File: src/rtl/regfile_mp.sv
// Multi-port register file with two write ports, write-to-read bypass and an optional hardwired-zero entry.
// After reset, a sequencer zeroes one entry per cycle and holds init_busy high until the sweep is done.
module regfile_mp #(
    parameter int DW       = 32,
    parameter int DEPTH    = 32,
    parameter int AW       = 5,
    parameter int NRD      = 2,
    parameter int ZERO_REG = 1
) (
    input  logic              clk,
    input  logic              rst,
    input  logic [NRD*AW-1:0] rd_addr,
    output logic [NRD*DW-1:0] rd_data,
    input  logic              we0,
    input  logic [AW-1:0]     waddr0,
    input  logic [DW-1:0]     wdata0,
    input  logic              we1,
    input  logic [AW-1:0]     waddr1,
    input  logic [DW-1:0]     wdata1,
    output logic              init_busy
);

    typedef enum logic {CLEAR, RUN} state_t;

    state_t          state;
    logic [AW-1:0]   clr_ptr;
    logic [DW-1:0]   mem [DEPTH];
    logic            wr0_ok;
    logic            wr1_ok;
    logic [AW-1:0]   ra;

    assign wr0_ok = we0 && !((ZERO_REG != 0) && (waddr0 == '0));
    assign wr1_ok = we1 && !((ZERO_REG != 0) && (waddr1 == '0));

    always_ff @(posedge clk) begin
        if (rst) begin
            state     <= CLEAR;
            clr_ptr   <= '0;
            init_busy <= 1'b1;
        end else if (state == CLEAR) begin
            clr_ptr <= clr_ptr + AW'(1);
            if (clr_ptr == AW'(DEPTH - 1)) begin
                state     <= RUN;
                init_busy <= 1'b0;
            end
        end
    end

    // Storage is kept out of the reset block; port 1 is assigned last so it wins a same-address collision.
    always_ff @(posedge clk) begin
        if (!rst) begin
            if (state == CLEAR) begin
                mem[clr_ptr] <= '0;
            end else begin
                if (wr0_ok) mem[waddr0] <= wdata0;
                if (wr1_ok) mem[waddr1] <= wdata1;
            end
        end
    end

    always_comb begin
        rd_data = '0;
        ra      = '0;
        for (int i = 0; i < NRD; i++) begin
            ra = rd_addr[i*AW +: AW];
            if (!init_busy && !((ZERO_REG != 0) && (ra == '0))) begin
                if (we1 && (waddr1 == ra))
                    rd_data[i*DW +: DW] = wdata1;
                else if (we0 && (waddr0 == ra))
                    rd_data[i*DW +: DW] = wdata0;
                else
                    rd_data[i*DW +: DW] = mem[ra];
            end
        end
    end

endmodule

File: config.mk
export PLATFORM = sky130hd
export DESIGN_NAME = regfile_mp
export DESIGN_NICKNAME = d
export VERILOG_FILES = /design/src/rtl/regfile_mp.sv
export SDC_FILE = /design/constraint.sdc
export NUM_CORES = 2
export LEC_CHECK = 0
export CORE_UTILIZATION = 35
export CTS_CLUSTER_SIZE = 8
export DETAILED_ROUTE_END_ITERATION = 7
export PLACE_DENSITY = 0.53
export SLEW_MARGIN = 15
export SYNTH_ARGS = -nofsm -noshare
export SYNTH_HDL_FRONTEND = slang
export SYNTH_SLANG_ARGS = --single-unit
File: constraint.sdc
create_clock -name clk -period 4.8 [get_ports clk]
set_input_delay 0.96 -clock clk [delete_from_list [all_inputs] [get_ports clk]]
set_output_delay 0.96 -clock clk [all_outputs]
set_load 0.05 [all_outputs]
== Word-level counts from Yosys, hierarchy flattened ==
Memory sizes are Yosys's and may differ from the RTL's.
Cells that the tools add are included.

* Bits of input ports: 88
* Memories: 1
* Output and inout bits: 65
* Bits in latches: 0
* ROM bits: 0
* RAM bits: 1024
* Flip-flop bits (word level): 7
* Word-level logic and storage cells: 52

{| class="wikitable"
|+ Memories
! name !! words !! bits a word !! read ports !! clocked after memory_dff !! wr ports !! line !! text
|-
| mem || 32 || 32 || 2 || 0 || 2 || 27 || <nowiki>logic [DW-1:0] mem [DEPTH];</nowiki>
|}

* Shift operators: 0
* Reductions and logical operators: 19
* Add/sub/neg operators: 1
* $mul: 0
* Order comparisons: 0
* Equality and inequality tests: 5
* Mux-type cells: 22
* Bitwise gates (word level): 1
* Div/mod/pow operators: 0

{| class="wikitable"
|+ Operator list
! operator !! count
|-
| $mux W32 || 7
|-
| $reduce_or A32 Y1 || 1
|-
| $eq A5 B5 Y1 || 4
|-
| $logic_not A5 Y1 || 4
|-
| $mux W1 || 14
|-
| $logic_and A1 B1 Y1 || 8
|-
| $add A5 B1 Y5 const B || 1
|-
| $eq A5 B5 Y1 const B || 1
|-
| $logic_not A1 Y1 || 5
|-
| $mux W5 || 1
|-
| $reduce_and A2 Y1 || 1
|-
| $not A1 Y1 || 1
|}

== Logic depth before layout (Yosys ltp) ==
* Depth in word-level cells: 9
* Mapped depth: 9

== Least setup slack after synthesis ==
Ideal clock, no wire load.

* Path kind: input -> output
* Start point: input rd_addr[5]
* End point: output rd_data[62]
* Required time: 3.840 ns
* Stages: 8
* Path buffers: 3
* Data arrival time: 3.481 ns
* Setup slack: 0.359 ns
* Cells stage by stage: buf_2 -> buf_6 -> buf_6 -> or3b_2 -> o221a_2 -> o211ai_1 -> o211ai_1 -> a211oi_1

* Longest elaborated chain between the ends: 5

{| class="wikitable"
|+ Ends and longest elaborated chain
! item !! line !! text
|-
| start: declaration || 12 || <nowiki>input logic [NRD*AW-1:0] rd_addr,</nowiki>
|-
| parallel branches: the longest is 4 deep, another holds $mem_v2 Z32 W32 || - ||
|-
| $mux W32 * || 66 || <nowiki>if (!init_busy && !((ZERO_REG != 0) && (ra == '0))) begin</nowiki>
|-
| end: declaration || 13 || <nowiki>output logic [NRD*DW-1:0] rd_data,</nowiki>
|}

Every way passes the cells marked *.

== Final worst setup path ==
* Start point: input rd_addr[8]
* End point: output rd_data[61]

The elaborated chain is that of the path after synthesis.

==> results_dict.tcl <==
set metrics [dict create \
    status "complete, but fails checks" \
    violations "design-rule violations, negative setup slack" \
    cp_data_arrival_time_ns 3.87 \
    min_period_ns 4.83 \
    yosys.area.top_type_share_pct 50.9 \
    wl_per_cell_um 33.9 \
    yosys_warnings 0 \
    synth_edf_count 1024 \
    synth_compound_area_share_pct 13.9 \
    switching_share_pct 24.0 \
    synth_area_leader_cell "edfxtp_1" \
    drive_gt1_share_pct 22.3 \
    synthTopCellsByCount "o21ai_0, nand2_1, edfxtp_1" \
    cp_cell_sequence "clkdlybuf4s50_1, xor2_1, nor4_4, buf_4, o2111ai_1, a21oi_1, a221o_1, buf_12" \
    core_area_sq_um 172000 \
    startpoint_type "primary input" \
    finalNetCount 5103 \
    cts.path.max_buffers 3 \
    synth_cell_types 65 \
    cts_tree "yes" \
    crit_type "primary input to output pin" \
    reg2reg_depth 6 \
    grt_pass1_vias 44046 \
    crit_fanout 32 \
    setup_slack_ns -0.0327 \
    pin_count 153 \
    p_clk_share_pct 44.7 \
    cts_hold_buf 0 \
    power_switching_mw 5.07 \
    async_reset_ff_share_pct 0 \
    p_leak_nw 20.4 \
    end_kind "output pin" \
    fmax_mhz 207 \
    reg2reg_from "state$_SDFF_PP0_" \
    row_count 152 \
    hp-start "clr_ptr[4]$_SDFFE_PP0N_" \
    ir_drop_mv 0.347 \
    ys_seq_area_share_pct 51.2 \
    cts-resized-gates 0 \
    synth_area_leaders "edfxtp_1, mux4_2, o21ai_0, nand2_1, clkbuf_1" \
    intPower_mw 16.1 \
    slew-limit-headroom_pct 30.3 \
    crit_slowest_cell "buf_4" \
    drc 2 \
    final_util_pct 40.8 \
    synth_seq_cells 1031 \
    synth_top_family_by_area "multiplexers" \
    cp_data_required_time_ns 3.84 \
    grt_pass1_wl_mm 345 \
    reg2reg_to "mem[14][3]$_DFFE_PP_" \
    crit_family "buffers and inverters" \
    numCtsBuffers 147 \
    dieArea_sq_um 174000 \
    grt_start_max_net_pins 99 \
    p_seq_share_pct 46.6 \
    rsz0062_at_grt "no" \
    first_iter_violations 7089 \
    hp-class "flip-flop to flip-flop" \
    h-tree-depth 4 \
    finalPower_mw 21.2 \
    whs_path_depth 2 \
    setup_viol 1 \
    area_growth_pct 15.9 \
    drt-vias-per-instance 6.28 \
    maxCapViolations 0 \
    synth_ff_type "edfxtp_1" \
    worstMarginPinSlew_ns 1.05 \
    finalWirelength_mm 249 \
    netlist_instances 5106 \
    gp_congestion 0.840 \
    die_y_um 417 \
    hold_viol 0 \
    crit_path_max_incr_delay_ns 0.68 \
    combPwrFrac_pct 8.7 \
    worst-path-buf-inv 3 \
    synth_most_common_cell "o21ai_0" \
    worst_skew_pair.late_latency_ns 0.76 \
    min_period_over_period_pct 101 \
    setup_tns_ns -0.0327 \
    die_x_um 417 \
    place_hpwl_mm 137 \
    clkTransAtPathRegs_ns 0.05 \
    finalMaxSlewViolations 0 \
    antenna_found_initial 1 \
    power.density_nw_per_um2 302 \
    yosys.area_share.adder_pct 0.0414 \
    hold_path_end "clr_ptr[4]$_SDFFE_PP0N_" \
    reg2reg_setup_slack_ns 1.45 \
    postRouteAntennaNets 0 \
    syn_avg_cell_area_sq_um 11.8 \
    netlist_area_sq_um 60400 \
    drt_pass1_iterations 8 \
    synth-simple-area-share_pct 8.05 \
    gr-total-overflow 0 \
    initial_utilization_pct 35.2 \
    fin_worst_skew_ns 0.0136 \
    cts_root_buf "clkbuf_16" \
    track_usage_pct 28.3 \
    vias 46165 \
    cts.sinks 1031 \
    io_buffers 152 \
    synth_nets 5196 \
    synth-xor-area-share_pct 0.334 \
    muxShareOfSynthArea_pct 21.3 \
]
flip-flops by register name, indices dropped and copies added (netlist names):
register   cells
mem         1024
clr_ptr        5
init_busy      1
state          1
per-layer routing:
layer  global-route usage (%)  up-vias  routed length, um  part of all wire [%]
met3                     5.84      688              26500                    11
met5                        0        -                  0                     0
met4                     14.7        0              14400                   5.8
li1                         -    19284                  -                     -
met1                     36.0    23112              91400                    37
met2                     45.4     3081             117000                    47
how the worst max path moves through the flow:
stage                       end  slack, ns       start  cells past startpoint
global placement    rd_data[43]      -0.32  rd_addr[8]                      8
floorplan           rd_data[62]       0.36  rd_addr[5]                      8
detailed placement  rd_data[20]      0.002   waddr1[0]                      9
CTS                 rd_data[20]     0.0008   waddr0[3]                      8
finish              rd_data[61]      -0.03  rd_addr[8]                      8
global route        rd_data[61]       0.03  rd_addr[8]                      8
worst register-to-register path, stage by stage, from the launching register on:
cell and delay, ns:
dfxtp_1 0.66, and3b_1 0.49, nand2_1 0.14, a22oi_1 0.42, nand2_1 0.36, o22ai_4 0.68
buf_12 0.27
cell type report:
cell class | instances | area (sq um)
Clock inverter | 6 | 42.5
Antenna cell | 3 | 7.51
Timing Repair Buffer | 441 | 5130
Multi-Input combinational cell | 3354 | 27000
Inverter | 38 | 143
Tap cell | 2310 | 2890
Sequential cell | 1031 | 30900
Clock buffer | 164 | 3870
Fill cell | 15927 | 102000
power groups by stage:
stage	Clock (mW)	Sequential, mW	Combinational (mW)
after global routing	9.83	9.86	1.89
after detailed placement	0	10.0	1.81
after global placement	0	10.0	1.82
after CTS	9.53	9.86	1.82
after floorplan	0	10.0	1.04
final	9.45	9.86	1.85
through the flow:
stage	instance area (sq um)	hold WS [ns]	worst slack, ns	instances
final	70000	0.577	-0.0327	7347
after global routing	70000	0.613	0.0345	7345
after CTS	70000	0.574	0.000799	7342
after detailed placement	66000	0.553	0.00181	7172
after global placement	66000	0.546	-0.317	7170
after floorplan	60400	0.518	0.359	5106
logic make-up (layout without fill, tap and decap cells):
logic type,after synthesis,count (layout)
flops,1031,1031
simple gates,1201,1201
buf+inv,721,649
other cells,0,3
fa+ha+maj,2,2
mux,646,646
xor+xnor,23,23
compound gates,1482,1482
layout by cell type, fill, tap and decap left out, drive strengths merged, types with 3 or more instances in the layout:
master	instances
o21ai	1121
nand2	1044
edfxtp	1024
mux4	511
buf	361
clkbuf	164
mux2i	134
a22oi	125
clkdlybuf4s50	80
a21oi	64
nand3	64
o2111ai	62
a221o	62
inv	42
nor2	30
o21bai	16
o22ai	16
nor3	16
xnor2	13
xor2	10
and2	8
dfxtp	7
nor4	7
nand2b	5
diode	3
or4	3
nand3b	3
or2	3
nor2b	3
nor4b	3
repair_timing:
item                       CTS  global route
buffers inserted             0             2
setup endpoints to repair    4            20
pin swaps                    1             1
(Power assumes the default switching activity.)
